## src/rtl/sad_pkg.sv

```systemverilog
// sad_pkg: definitions shared by the SAD datapath and its consumers.
//   DATA_BITS_DEF / SAD_BITS_DEF : default pixel and SAD result widths
//   state_t                      : FSM states of the best-candidate selector
//   SAD_MAX                      : all-ones SAD at the default width
package sad_pkg;

  localparam int DATA_BITS_DEF = 8;
  // A 16x16 block sums 256 absolute differences, which adds 8 bits.
  localparam int SAD_BITS_DEF  = DATA_BITS_DEF + 8;

  typedef enum logic [1:0] {
    S_IDLE = 2'd0,
    S_ACC  = 2'd1,
    S_DONE = 2'd2
  } state_t;

  localparam logic [SAD_BITS_DEF-1:0] SAD_MAX = '1;

endpackage : sad_pkg

```

## src/rtl/sad_raster_cnt.sv

```systemverilog
// sad_raster_cnt: x/y raster-order position counter over an SR_W x SR_H grid.
//   clk, rst : clock, synchronous active-high reset
//   clr      : return to (0,0); has priority over inc
//   inc      : advance one position (x first, then y)
//   cx, cy   : current position
//   last     : current position is (SR_W-1, SR_H-1)
// The counter holds at the last position instead of wrapping, so a stray
// extra increment cannot alias onto (0,0).
module sad_raster_cnt #(
  parameter int SR_W = 16,
  parameter int SR_H = 16,
  parameter int XW   = $clog2(SR_W),
  parameter int YW   = $clog2(SR_H)
) (
  input  logic          clk,
  input  logic          rst,
  input  logic          clr,
  input  logic          inc,
  output logic [XW-1:0] cx,
  output logic [YW-1:0] cy,
  output logic          last
);

  logic x_end;
  logic y_end;

  assign x_end = (cx == XW'(SR_W - 1));
  assign y_end = (cy == YW'(SR_H - 1));
  assign last  = x_end && y_end;

  // NOTE: sequential state is updated with non-blocking assignments so every
  // register samples pre-edge values, independent of block ordering.
  always_ff @(posedge clk) begin
    if (rst || clr) begin
      cx <= '0;
      cy <= '0;
    end else if (inc && !last) begin
      if (x_end) begin
        cx <= '0;
        cy <= cy + YW'(1);
      end else begin
        cx <= cx + XW'(1);
      end
    end
  end

endmodule : sad_raster_cnt

```

## src/rtl/sad_best_sel.sv

```systemverilog
// sad_best_sel: tracks the minimum SAD over one search window of SR_W x SR_H
// candidates delivered in raster order and reports the winner.
//   clk, rst  : clock, synchronous active-high reset
//   start     : pulse opening a new window (accepted in IDLE and DONE)
//   abort     : cancel the window in progress (ACC only)
//   sad       : candidate SAD, qualified by sad_vld
//   busy      : window being accumulated
//   done      : one-cycle pulse, best_* just updated
//   best_sad  : minimum SAD of the last completed window
//   best_x/y  : raster index of the winning candidate
//   err_stray : sticky, sad_vld seen outside ACC; cleared by rst or start
module sad_best_sel
  import sad_pkg::*;
#(
  parameter int DATA_BITS = sad_pkg::DATA_BITS_DEF,
  parameter int SAD_BITS  = DATA_BITS + 8,
  parameter int SR_W      = 16,
  parameter int SR_H      = 16,
  parameter int XW        = $clog2(SR_W),
  parameter int YW        = $clog2(SR_H)
) (
  input  logic                clk,
  input  logic                rst,
  input  logic                start,
  input  logic                abort,
  input  logic [SAD_BITS-1:0] sad,
  input  logic                sad_vld,
  output logic                busy,
  output logic                done,
  output logic [SAD_BITS-1:0] best_sad,
  output logic [XW-1:0]       best_x,
  output logic [YW-1:0]       best_y,
  output logic                err_stray
);

  state_t state, state_nxt;

  logic [XW-1:0]       cx;
  logic [YW-1:0]       cy;
  logic                last;

  logic [SAD_BITS-1:0] run_min;
  logic [XW-1:0]       run_x;
  logic [YW-1:0]       run_y;

  logic                start_acc;   // start that actually opens a window
  logic                accept;      // candidate consumed this cycle
  logic                better;      // strictly less: ties keep the earlier one
  logic [SAD_BITS-1:0] upd_min;
  logic [XW-1:0]       upd_x;
  logic [YW-1:0]       upd_y;

  assign start_acc = start && (state == S_IDLE || state == S_DONE);
  // Abort wins over a simultaneous result.
  assign accept    = (state == S_ACC) && sad_vld && !abort;
  assign better    = sad < run_min;

  // Running minimum including the candidate accepted this cycle; used both
  // to update the running registers and to load best_* on the final one.
  assign upd_min = (accept && better) ? sad : run_min;
  assign upd_x   = (accept && better) ? cx  : run_x;
  assign upd_y   = (accept && better) ? cy  : run_y;

  assign busy = (state == S_ACC);
  assign done = (state == S_DONE);

  sad_raster_cnt #(
    .SR_W (SR_W),
    .SR_H (SR_H),
    .XW   (XW),
    .YW   (YW)
  ) u_raster_cnt (
    .clk  (clk),
    .rst  (rst),
    .clr  (start_acc),
    .inc  (accept),
    .cx   (cx),
    .cy   (cy),
    .last (last)
  );

  always_ff @(posedge clk) begin
    if (rst) state <= S_IDLE;
    else     state <= state_nxt;
  end

  // NOTE: state_nxt takes its default before the case so no path leaves it
  // unassigned, which would otherwise infer a latch.
  always_comb begin
    state_nxt = state;
    unique case (state)
      S_IDLE: if (start) state_nxt = S_ACC;
      S_ACC: begin
        if (abort)               state_nxt = S_IDLE;
        else if (accept && last) state_nxt = S_DONE;
      end
      S_DONE:  state_nxt = start ? S_ACC : S_IDLE;
      default: state_nxt = S_IDLE;
    endcase
  end

  // Running minimum. All-ones start value means an all-ones SAD never wins,
  // leaving the winner at (0,0).
  always_ff @(posedge clk) begin
    if (rst || start_acc) begin
      run_min <= '1;
      run_x   <= '0;
      run_y   <= '0;
    end else begin
      run_min <= upd_min;
      run_x   <= upd_x;
      run_y   <= upd_y;
    end
  end

  // Reported winner changes only when a window completes.
  always_ff @(posedge clk) begin
    if (rst) begin
      best_sad <= '1;
      best_x   <= '0;
      best_y   <= '0;
    end else if (accept && last) begin
      best_sad <= upd_min;
      best_x   <= upd_x;
      best_y   <= upd_y;
    end
  end

  // A stray result in the same cycle as start still flags, so the error
  // is never lost.
  always_ff @(posedge clk) begin
    if (rst)                            err_stray <= 1'b0;
    else if (sad_vld && state != S_ACC) err_stray <= 1'b1;
    else if (start_acc)                 err_stray <= 1'b0;
  end

endmodule : sad_best_sel

```

## config.mk

```make
export PLATFORM = sky130hd
export DESIGN_NAME = sad_best_sel
export DESIGN_NICKNAME = d
export VERILOG_FILES = /design/src/rtl/sad_pkg.sv /design/src/rtl/sad_raster_cnt.sv /design/src/rtl/sad_best_sel.sv
export SDC_FILE = /design/constraint.sdc
export NUM_CORES = 1
export LEC_CHECK = 0
export CAP_MARGIN = 40
export CELL_PAD_IN_SITES_DETAIL_PLACEMENT = 0
export CELL_PAD_IN_SITES_GLOBAL_PLACEMENT = 1
export CORE_UTILIZATION = 40
export DETAILED_ROUTE_END_ITERATION = 7
export GPL_ROUTABILITY_DRIVEN = 1
export PLACE_DENSITY = 0.8
export SYNTH_ARGS = -nofsm -noshare
export SYNTH_HDL_FRONTEND = slang
export SYNTH_SLANG_ARGS = --single-unit
```

## constraint.sdc

```tcl
create_clock -name clk -period 3.2 [get_ports clk]
set_input_delay 0.64 -clock clk [delete_from_list [all_inputs] [get_ports clk]]
set_output_delay 0.64 -clock clk [all_outputs]
set_load 0.005 [all_outputs]
```

==> summary.txt <==
Place
  • Detailed Place HPWL: 5.07 mm
  • Cell total after placement: 478
  • Pre-CTS setup slack: -0.0631 ns
  • Post-DP Area: about 3600 sq um
  • Port buffer count: 47
  • Final Wtd Congestion: 0.837

Critical path
  • Critical path arrival: roughly 3.1 ns
  • Crit path max fanout: 6
  • CP delay by family, top: compound AO/OA/AOI/OAI gates
  • Setup crit start kind: primary input
  • Data required, critical path: 3.40 ns
  • Worst reg2reg setup slack: 0.64 ns
  • Type of the worst setup path: primary input to flop
  • Crit path cell chain: clkdlybuf4s50_1 > ha_1 > nand4_1 > or4_1 > o32a_1 > buf_4 > a2111oi_0 > a211oi_1
  • Crit path max-delay cell type: sky130_fd_sc_hd__or4_1
  • Critical path endpoint category: flop
  • Crit-path max cell delay: 0.58 ns
  • Count of buffer and inverter cells on the critical path: 2

Synth
  • Seq/Total Area, Yosys: 0.410
  • Synth Register Bits: 59
  • Gate Count Post-Synth: 331
  • Post-synth EDFFs: 0
  • Top cell type's share of synthesized area: 0.410
  • Ys async rst share: 0
  • Most instantiated flip-flop cell in the synthesis netlist: sky130_fd_sc_hd__dfxtp_1
  • Cell types with the largest area share after synthesis: sky130_fd_sc_hd__dfxtp_1 41%, sky130_fd_sc_hd__ha_1 7.4%, sky130_fd_sc_hd__nor2_1 5.9%, sky130_fd_sc_hd__nand3_1 4.7%, sky130_fd_sc_hd__o211ai_1 4.2%
  • Synthesized netlist net count: 369
  • Avg Synthesized Cell Area: just under 9 sq um
  • Post-synthesis instance area: 2880 sq um
  • Commonest cells in the synthesized netlist: 59 x sky130_fd_sc_hd__dfxtp_1, 45 x sky130_fd_sc_hd__nor2_1, 27 x sky130_fd_sc_hd__nand3_1
  • Number of warnings printed during yosys synthesis: 0
  • Number of distinct library cells after synthesis: a little over 40
  • Most frequent cell after synthesis: sky130_fd_sc_hd__dfxtp_1
  • Area leader, netlist: sky130_fd_sc_hd__dfxtp_1

GRT
  • First-pass GRT wire length: ~12 mm
  • Gr ovfl total: 0
  • Antenna violations before repair: 0
  • Number of global-route vias before repair: 2560
  • Largest net degree at the start of global routing: 31
  • Global Route Usage Sum: 0.211

Clock network
  • Clock tree from TritonCTS: built
  • CTS Buf Count: 9
  • Maximum level of the CTS H-tree: 3
  • Post-CTS setup-driven buffer insertion count: 0
  • Clock-pin slew on the worst setup and hold paths: 0.06 ns
  • Buffer type at the clock tree root: sky130_fd_sc_hd__clkbuf_8
  • Cts-stage hold buffer count: 0
  • Clk sink count: 59
  • Number of buffers on the longest clock path: 2
  • Insertion delay to the later sink of the worst-skew pair: 0.33 ns
  • Number of gates resized after CTS: 0

Detailed routing
  • DRC errors left: 0
  • Number of nets with antenna violations after routing: 0
  • Sum of routed wire length over all layers: 7.48 mm
  • Vias per cell: ~5.5
  • DRC violation total after the first TritonRoute iteration: 155
  • Via count: between 2000 and 3000
  • Drt wl/cell: 15.2 um
  • Detailed-routing iteration count for the pre-antenna-repair pass: 4

Floorplan
  • Die height: 86.9 um
  • IO Count: 48
  • Core Rows: 30
  • Initial standard-cell utilization of the core: 0.419
  • Area of the core region: 6870 sq um
  • Die boundary width: 86.9 um
  • Floorplan die area: 7550 sq um

Layout
  • Area used by multi-input combinational logic: approximately 1500 sq um
  • Final Net Count: approximately 430
  • Layout fillers: 651
  • Utilization after layout: 0.555
  • Flip-flop and latch area: 1180 sq um
  • Final std cells w/o fill: 492
  • Post-route design area: 3810 sq um
  • Antenna cells: 0
  • Area growth, synth to finish: 32.3%
  • Layout cell share with drive strength beyond 1: 0.136

Power
  • Leak: 1.52 nW
  • Peak supply drop: approximately 0.00019 V
  • Total power of the final layout: 1.57 mW
  • Power density over the cells: 413 nW/um^2

Job
  • MaxCap Viol Count: 0

STA
  • Final worst-path cycle share: 0.917
  • Final worst-path setup slack: 0.265 ns
  • Final count of negative-setup-slack endpoints: 0
  • Worst Tran Pin Value: 0.539 ns
  • Remaining max-slew budget at the tightest pin: 0.639
  • Max Freq: 0.341 GHz
  • Time the worst path needs with I/O delays and setup: 2.93 ns
  • Hold Slack: between 0.4 and 0.5 ns
  • Setup_tns: 0 ns
  • Clk_skew: 0.00587 ns
  • Final count of hold timing violations: 0
  • Slew Limit Fails: 0
  • Unrepaired setup endpoints after global routing: no

Run status
  • Run status: completed

Worst hold path
  • Hold WC Path Type: flop to flop
==> cells by family after synthesis <==
group                      count (synthesis)  synth area share
buffers and inverters                     45            0.0643
and+or+nand+nor                          115             0.196
AOI/OAI and AO/OA                         91             0.243
muxes                                      1           0.00347
adders and majority gates                 17            0.0738
xor gates and xnor gates                   3           0.00912
DFF                                       59             0.410
==> registers in the layout, indices dropped and copies added, names as in the netlist, 2 cells and up <==
signal / cells
best_y: 4
run_x: 4
run_min: 16
best_sad: 16
best_x: 4
u_raster_cnt.cx: 4
state: 2
u_raster_cnt.cy: 4
run_y: 4
==> layer usage <==
layer  global-route usage  vias up  part of all wire
met5                    0        -                 0
met4               0.0773        0             0.013
met3               0.0474        9             0.060
met2                0.302       79              0.42
met1                0.308     1267              0.51
li1                     -     1352                 -
==> layout by cell type (no fill, tap or decap), drive strengths merged, types with 2 or more instances in the layout <==
cell type | synthesis | layout
a2111oi | 12 | 12
a211oi | 14 | 14
a21oi | 18 | 18
a311oi | 8 | 8
and3 | 3 | 3
buf | 9 | 30
clkbuf | 17 | 12
clkdlybuf4s50 | 0 | 47
dfxtp | 59 | 59
ha | 17 | 17
inv | 19 | 19
nand2 | 8 | 8
nand2b | 2 | 2
nand3 | 27 | 27
nand4 | 2 | 2
nor2 | 45 | 45
nor2b | 2 | 2
nor3 | 10 | 10
nor4 | 4 | 4
nor4b | 6 | 6
o211a | 3 | 3
o211ai | 16 | 16
o21a | 2 | 2
o21ai | 12 | 12
or3 | 2 | 2
xor2 | 3 | 3
==> final cells by class <==
type                            count  share of cell area
Clock buffer                       12              0.0433
Clock inverter                      2             0.00919
Inverter                           19              0.0187
Multi-Input combinational cell    227               0.399
Sequential cell                    59               0.310
Tap cell                           96              0.0315
Timing Repair Buffer               77               0.189
==> report_power, final <==
group          leakage (nW)  switching [mW]  internal [mW]
clock                 0.104           0.289          0.414
sequential            0.477         0.00381          0.741
combinational         0.942          0.0685         0.0592
total                  1.52           0.361           1.21
==> worst paths after layout <==
kind	from	depth (start not counted)	to
setup reg to reg	run_min[11]$_SDFF_PP1_	8	best_sad[2]$_SDFFE_PP1P_
setup / recovery	sad[10]	8	best_sad[2]$_SDFFE_PP1P_
hold reg to reg	err_stray$_SDFFE_PP0P_	1	err_stray$_SDFFE_PP0P_
hold / removal	err_stray$_SDFFE_PP0P_	1	err_stray$_SDFFE_PP0P_
(Power assumes the default switching activity.)
